===== config.mk =====
export PLATFORM = sky130hd
export DESIGN_NAME = uart_rx_frame
export DESIGN_NICKNAME = d
export VERILOG_FILES = /design/src/rtl/uart_rx_frame.sv
export SDC_FILE = /design/constraint.sdc
export NUM_CORES = 1
export LEC_CHECK = 0
export BUFFER_PORTS_ARGS = -buffer_cell sky130_fd_sc_hd__buf_4
export CORE_MARGIN = 2
export CORE_UTILIZATION = 55
export DETAILED_ROUTE_END_ITERATION = 7
export GPL_TIMING_DRIVEN = 0
export PLACE_DENSITY = 0.74
export RECOVER_POWER = 50
export SYNTH_ARGS = -nofsm -noshare
export SYNTH_HDL_FRONTEND = slang
export SYNTH_SLANG_ARGS = --single-unit

===== constraint.sdc =====
create_clock -name sclk -period 2.4 [get_ports sclk]
set_clock_uncertainty 0.1 [all_clocks]
set_input_delay 0.12 -clock sclk [delete_from_list [all_inputs] [get_ports sclk]]
set_output_delay 0.12 -clock sclk [all_outputs]
set_load 0.01 [all_outputs]

===== src/rtl/uart_rx_frame.sv =====
`default_nettype none
// ============================================================================
// Module   : uart_rx_frame
// Purpose  : Self-timed 8N1 UART receiver. Synchronises the rx pin, detects
//            the start edge, times each bit from sclk and samples it at
//            mid-bit. Each good byte is presented on po_data with a one-cycle
//            po_flag strobe; a low stop bit gives a one-cycle frame_err.
// Ports    : sclk      - system clock
//            rst_n     - asynchronous active-low reset
//            rx        - serial line, asynchronous, idle high
//            po_data   - last correctly received byte (LSB first on the line)
//            po_flag   - one-cycle strobe, po_data valid
//            frame_err - one-cycle strobe, stop bit sampled low
//            rx_busy   - high while a frame is being received
// Revision : 1.0 - initial release
// ============================================================================
module uart_rx_frame #(
    parameter int BAUD_CNT_MAX = 5208
) (
    input  logic       sclk,
    input  logic       rst_n,
    input  logic       rx,
    output logic [7:0] po_data,
    output logic       po_flag,
    output logic       frame_err,
    output logic       rx_busy
);

    // Mid-bit sample point, derived from the bit period.
    localparam int BAUD_CNT_HALF = BAUD_CNT_MAX / 2;

    localparam int              c_CNT_W    = $clog2(BAUD_CNT_MAX);
    localparam logic [c_CNT_W-1:0] c_CNT_LAST = c_CNT_W'(BAUD_CNT_MAX - 1);
    localparam logic [c_CNT_W-1:0] c_CNT_MID  = c_CNT_W'(BAUD_CNT_HALF);
    localparam logic [3:0]      c_BIT_START = 4'd0;
    localparam logic [3:0]      c_BIT_STOP  = 4'd9;

    typedef enum logic [0:0] {
        ST_IDLE = 1'b0,
        ST_RECV = 1'b1
    } state_t;

    state_t               r_state;
    state_t               w_state_nxt;

    logic                 r_rx_d1;
    logic                 r_rx_d2;
    logic                 r_rx_d3;
    logic [c_CNT_W-1:0]   r_baud_cnt;
    logic [3:0]           r_bit_cnt;
    logic [7:0]           r_shift;
    logic [7:0]           r_po_data;
    logic                 r_po_flag;
    logic                 r_frame_err;

    logic                 w_start;
    logic                 w_bit_flag;
    logic                 w_false_start;
    logic                 w_stop_sample;
    logic                 w_data_sample;
    logic                 w_po_flag_nxt;
    logic                 w_frame_err_nxt;
    logic [2:0]           w_shift_idx;

    // ------------------------------------------------------------------------
    // Input synchroniser. Flops reset high so a line that is idle (high)
    // out of reset cannot look like a falling edge.
    // ------------------------------------------------------------------------
    always_ff @(posedge sclk or negedge rst_n) begin
        if (!rst_n) begin
            r_rx_d1 <= 1'b1;
            r_rx_d2 <= 1'b1;
            r_rx_d3 <= 1'b1;
        end else begin
            r_rx_d1 <= rx;
            r_rx_d2 <= r_rx_d1;
            r_rx_d3 <= r_rx_d2;
        end
    end

    // ------------------------------------------------------------------------
    // Decode of the current sample point
    // ------------------------------------------------------------------------
    assign w_start         = (r_state == ST_IDLE) && r_rx_d3 && !r_rx_d2;
    assign w_bit_flag      = (r_state == ST_RECV) && (r_baud_cnt == c_CNT_MID);
    assign w_false_start   = w_bit_flag && (r_bit_cnt == c_BIT_START) && r_rx_d2;
    assign w_stop_sample   = w_bit_flag && (r_bit_cnt == c_BIT_STOP);
    assign w_data_sample   = w_bit_flag && (r_bit_cnt != c_BIT_START)
                                        && (r_bit_cnt != c_BIT_STOP);
    assign w_po_flag_nxt   = w_stop_sample &&  r_rx_d2;
    assign w_frame_err_nxt = w_stop_sample && !r_rx_d2;
    // bit_cnt 1..8 maps to shift positions 0..7; the 3-bit wrap turns 8 into 7.
    assign w_shift_idx     = r_bit_cnt[2:0] - 3'd1;

    // ------------------------------------------------------------------------
    // Frame FSM: state register
    // ------------------------------------------------------------------------
    always_ff @(posedge sclk or negedge rst_n) begin
        if (!rst_n) begin
            r_state <= ST_IDLE;
        end else begin
            r_state <= w_state_nxt;
        end
    end

    // Frame FSM: next state. Returning to idle at mid-stop-bit leaves half a
    // bit of margin to catch a back-to-back start edge.
    always_comb begin
        w_state_nxt = r_state;
        case (r_state)
            ST_IDLE: begin
                if (w_start) begin
                    w_state_nxt = ST_RECV;
                end
            end
            ST_RECV: begin
                if (w_false_start || w_stop_sample) begin
                    w_state_nxt = ST_IDLE;
                end
            end
            default: w_state_nxt = ST_IDLE;
        endcase
    end

    // ------------------------------------------------------------------------
    // Baud and bit counters: run only while receiving, cleared on leaving.
    // ------------------------------------------------------------------------
    always_ff @(posedge sclk or negedge rst_n) begin
        if (!rst_n) begin
            r_baud_cnt <= '0;
            r_bit_cnt  <= '0;
        end else if ((r_state != ST_RECV) || (w_state_nxt != ST_RECV)) begin
            r_baud_cnt <= '0;
            r_bit_cnt  <= '0;
        end else if (r_baud_cnt == c_CNT_LAST) begin
            r_baud_cnt <= '0;
            r_bit_cnt  <= r_bit_cnt + 4'd1;
        end else begin
            r_baud_cnt <= r_baud_cnt + 1'b1;
        end
    end

    // ------------------------------------------------------------------------
    // Data capture. The shift register stays internal; po_data only updates
    // once the stop bit has been validated.
    // ------------------------------------------------------------------------
    always_ff @(posedge sclk or negedge rst_n) begin
        if (!rst_n) begin
            r_shift <= '0;
        end else if (w_data_sample) begin
            r_shift[w_shift_idx] <= r_rx_d2;
        end
    end

    always_ff @(posedge sclk or negedge rst_n) begin
        if (!rst_n) begin
            r_po_data   <= '0;
            r_po_flag   <= 1'b0;
            r_frame_err <= 1'b0;
        end else begin
            r_po_flag   <= w_po_flag_nxt;
            r_frame_err <= w_frame_err_nxt;
            if (w_po_flag_nxt) begin
                r_po_data <= r_shift;
            end
        end
    end

    assign po_data   = r_po_data;
    assign po_flag   = r_po_flag;
    assign frame_err = r_frame_err;
    assign rx_busy   = (r_state == ST_RECV);

endmodule
`default_nettype wire


==> impl_metrics.json <==
{
  "outcome": "finished clean",
  "syn2layout_area_growth_pct": 12.3,
  "fin_crit_sh": 0.905,
  "antenna_cells": 0,
  "fill_cells": 286,
  "gr-total-overflow": 0,
  "first_global_vias": 1312,
  "cap_viol_max_count": 0,
  "setup_violations": 0,
  "critical_path_class": "reg -> reg",
  "synthXorXnorAreaFrac": 0.0645,
  "fin_ws_ns": 0.227,
  "cts.sinks": 39,
  "relSlewSlack": 0.386,
  "die-area_um2": 3940,
  "synth-warning-count": 0,
  "port-buffer-count": 13,
  "cp_max_fo": 8,
  "synth.distinct_cells": 32,
  "worstMarginPinSlew_ns": 0.921,
  "syn_area_um2": 1900,
  "final_cells": 236,
  "drc": 0,
  "cp.arrival_ns": 2.31,
  "clkTransAtPathRegs_ns": 0.11,
  "avgSynthCellArea_um2": 11.4,
  "synthSimpleGateAreaFrac": 0.197,
  "final.hold.worst_slack_ns": 0.269,
  "ctsRootBufferMaster": "clkbuf_4",
  "leakagePower_nw": 0.988,
  "ios": 14,
  "core_um2": 3340,
  "synth_fa_ha_area_frac": 0.0395,
  "grt_max_degree": 40,
  "die_y_um": 62.8,
  "endpoint_kind": "flop",
  "synth_compound_area_frac": 0.0257,
  "ir_drop_mv": 0.398,
  "critPathLaunchType": "flop",
  "synth_fp_nets": 176,
  "wl_per_cell_um": 13.8,
  "powerDensity_nw_per_um2": 591,
  "rsz0062_at_grt": "no",
  "final_core_util": 0.640,
  "cts_tree": "yes",
  "postSynthCellCount": 167,
  "timing.fmax_mhz": 460,
  "slew_viol_final": 0,
  "crit_required_ns": 2.54,
  "post_cts_buffers": 0,
  "ant_nets": 0,
  "fin_tns_setup_ns": 0,
  "final_cell_area_um2": 2130,
  "grtUsageTotal": 0.198,
  "h-tree-depth": 2,
  "insertion_delay_ns": 0.35,
  "hold_path_class": "reg -> reg",
  "gp_congestion": 0.818,
  "rows": 21,
  "grt_pass1_wl_mm": 6.05,
  "synth.ff_latch_count": 39,
  "synthMuxAreaShare": 0.121,
  "layout.nets": 198,
  "final_common_cell": "dfrtp_1",
  "vias": 1287,
  "mostFrequentLayoutCells": "35 x dfrtp_1, 21 x nor2_1, 10 x buf_4",
  "dr.first_iter.drc_count": 67,
  "period_minus_slack_ns": 2.17,
  "antenna_found_initial": 0,
  "dr.pass1.iters": 4,
  "dp_hpwl_mm": 2.38,
  "initial_utilization": 0.570,
  "cts_buffer_depth": 2,
  "synth_top_family_by_area": "simple AND/OR/NAND/NOR gates",
  "postPlaceCellArea_um2": 2060,
  "dieWidth_um": 62.8,
  "synth-seq-area-share": 0.515,
  "drive_gt1_frac": 0.253,
  "cts_made_buffers": 5,
  "wirelength_mm": 3.25,
  "viasPerCell": 5.45,
  "total_power_mw": 1.26,
  "placed_cells": 226,
  "pre_cts_slack_ns": 0.114,
  "final_hold_viol_count": 0
}
power by group:
part	internal, mW	switching [mW]	total (mW)
Clock	0.113	0.213	0.326
Sequential	0.703	0.0591	0.763
Combinational	0.0720	0.101	0.173
Total	0.888	0.373	1.26
registers in the layout, summed over array words and instances (netlist names):
register	count
r_rx_d1	1
r_bit_cnt	4
r_rx_d3	1
rx_busy	1
r_rx_d2	1
po_flag	1
r_shift	8
frame_err	1
po_data	8
r_baud_cnt	13
metal layers:
metal / share of wire / GRT usage / vias to the layer above
met2: 0.49 / 0.319 / 28
met5: 0 / 0 / -
met4: 0.020 / 0.0750 / 0
met1: 0.44 / 0.259 / 625
met3: 0.043 / 0.0486 / 8
li1: - / - / 626
final cells by class:
class                           instances  area (µm²)  share of cell area
Buffer                                  6        37.5              0.0176
Clock buffer                            6        41.3              0.0193
Clock inverter                          2        12.5             0.00586
Inverter                                9        33.8              0.0158
Multi-Input combinational cell        113         863               0.404
Sequential cell                        39         981               0.460
Tap cell                               46        57.6              0.0270
Timing Repair Buffer                   15         108              0.0504
synth_stat cells (all sizes together):
library cell	count	share of area
dfrtp	36	0.47
nor2	21	0.041
mux2	16	0.11
inv	9	0.018
xnor2	9	0.041
nand2	8	0.016
nand3	7	0.018
nor3	7	0.018
ha	6	0.039
nand4	6	0.023
nor4b	5	0.031
xor2	5	0.023
clkbuf	4	0.0092
nor4	4	0.013
and3	3	0.011
dfstp	3	0.041
o21ai	3	0.0079
or3	3	0.0099
a21oi	2	0.0053
buf	2	0.0099
mux2i	2	0.011
o211ai	2	0.0079
and4b	1	0.0053
nor3b	1	0.0040
nor4bb	1	0.0053
o31a	1	0.0046
worst max-delay path: stages, from the launching register on:
cell and delay (ns):
dfrtp_2 0.46, inv_1 0.10, ha_1 0.22, mux2i_1 0.14, o211ai_1 0.26, nor4b_1 0.40, mux2_2 0.38
cells by family after synthesis:
family          Yosys count
xor+xnor                 14
simple gates             67
flops                    39
mux                      18
compound gates            8
fa+ha+maj                 6
buf+inv                  15
worst paths after layout:
| kind | from | to | slack [ns] | cells after the start |
|---|---|---|---|---|
| worst max-delay path | r_bit_cnt[0] | r_shift[3] | 0.23 | 6 |
| worst min-delay path | r_rx_d1 | r_rx_d2 | 0.27 | 0 |
| worst max register to register | r_bit_cnt[0] | r_shift[3] | 0.23 | 6 |
| worst min register to register | r_rx_d1 | r_rx_d2 | 0.27 | 0 |
| max in group asynchronous | rst_n | r_bit_cnt[0] | 1.24 | 2 |
| min in group asynchronous | rst_n | po_flag | 0.34 | 2 |
repair_timing:
item                                   CTS  global route
endpoints found under the hold margin   40             0
resized for setup                        0             5
setup endpoints to repair                0            13
hold buffers                             2             0
(Power assumes the default switching activity.)
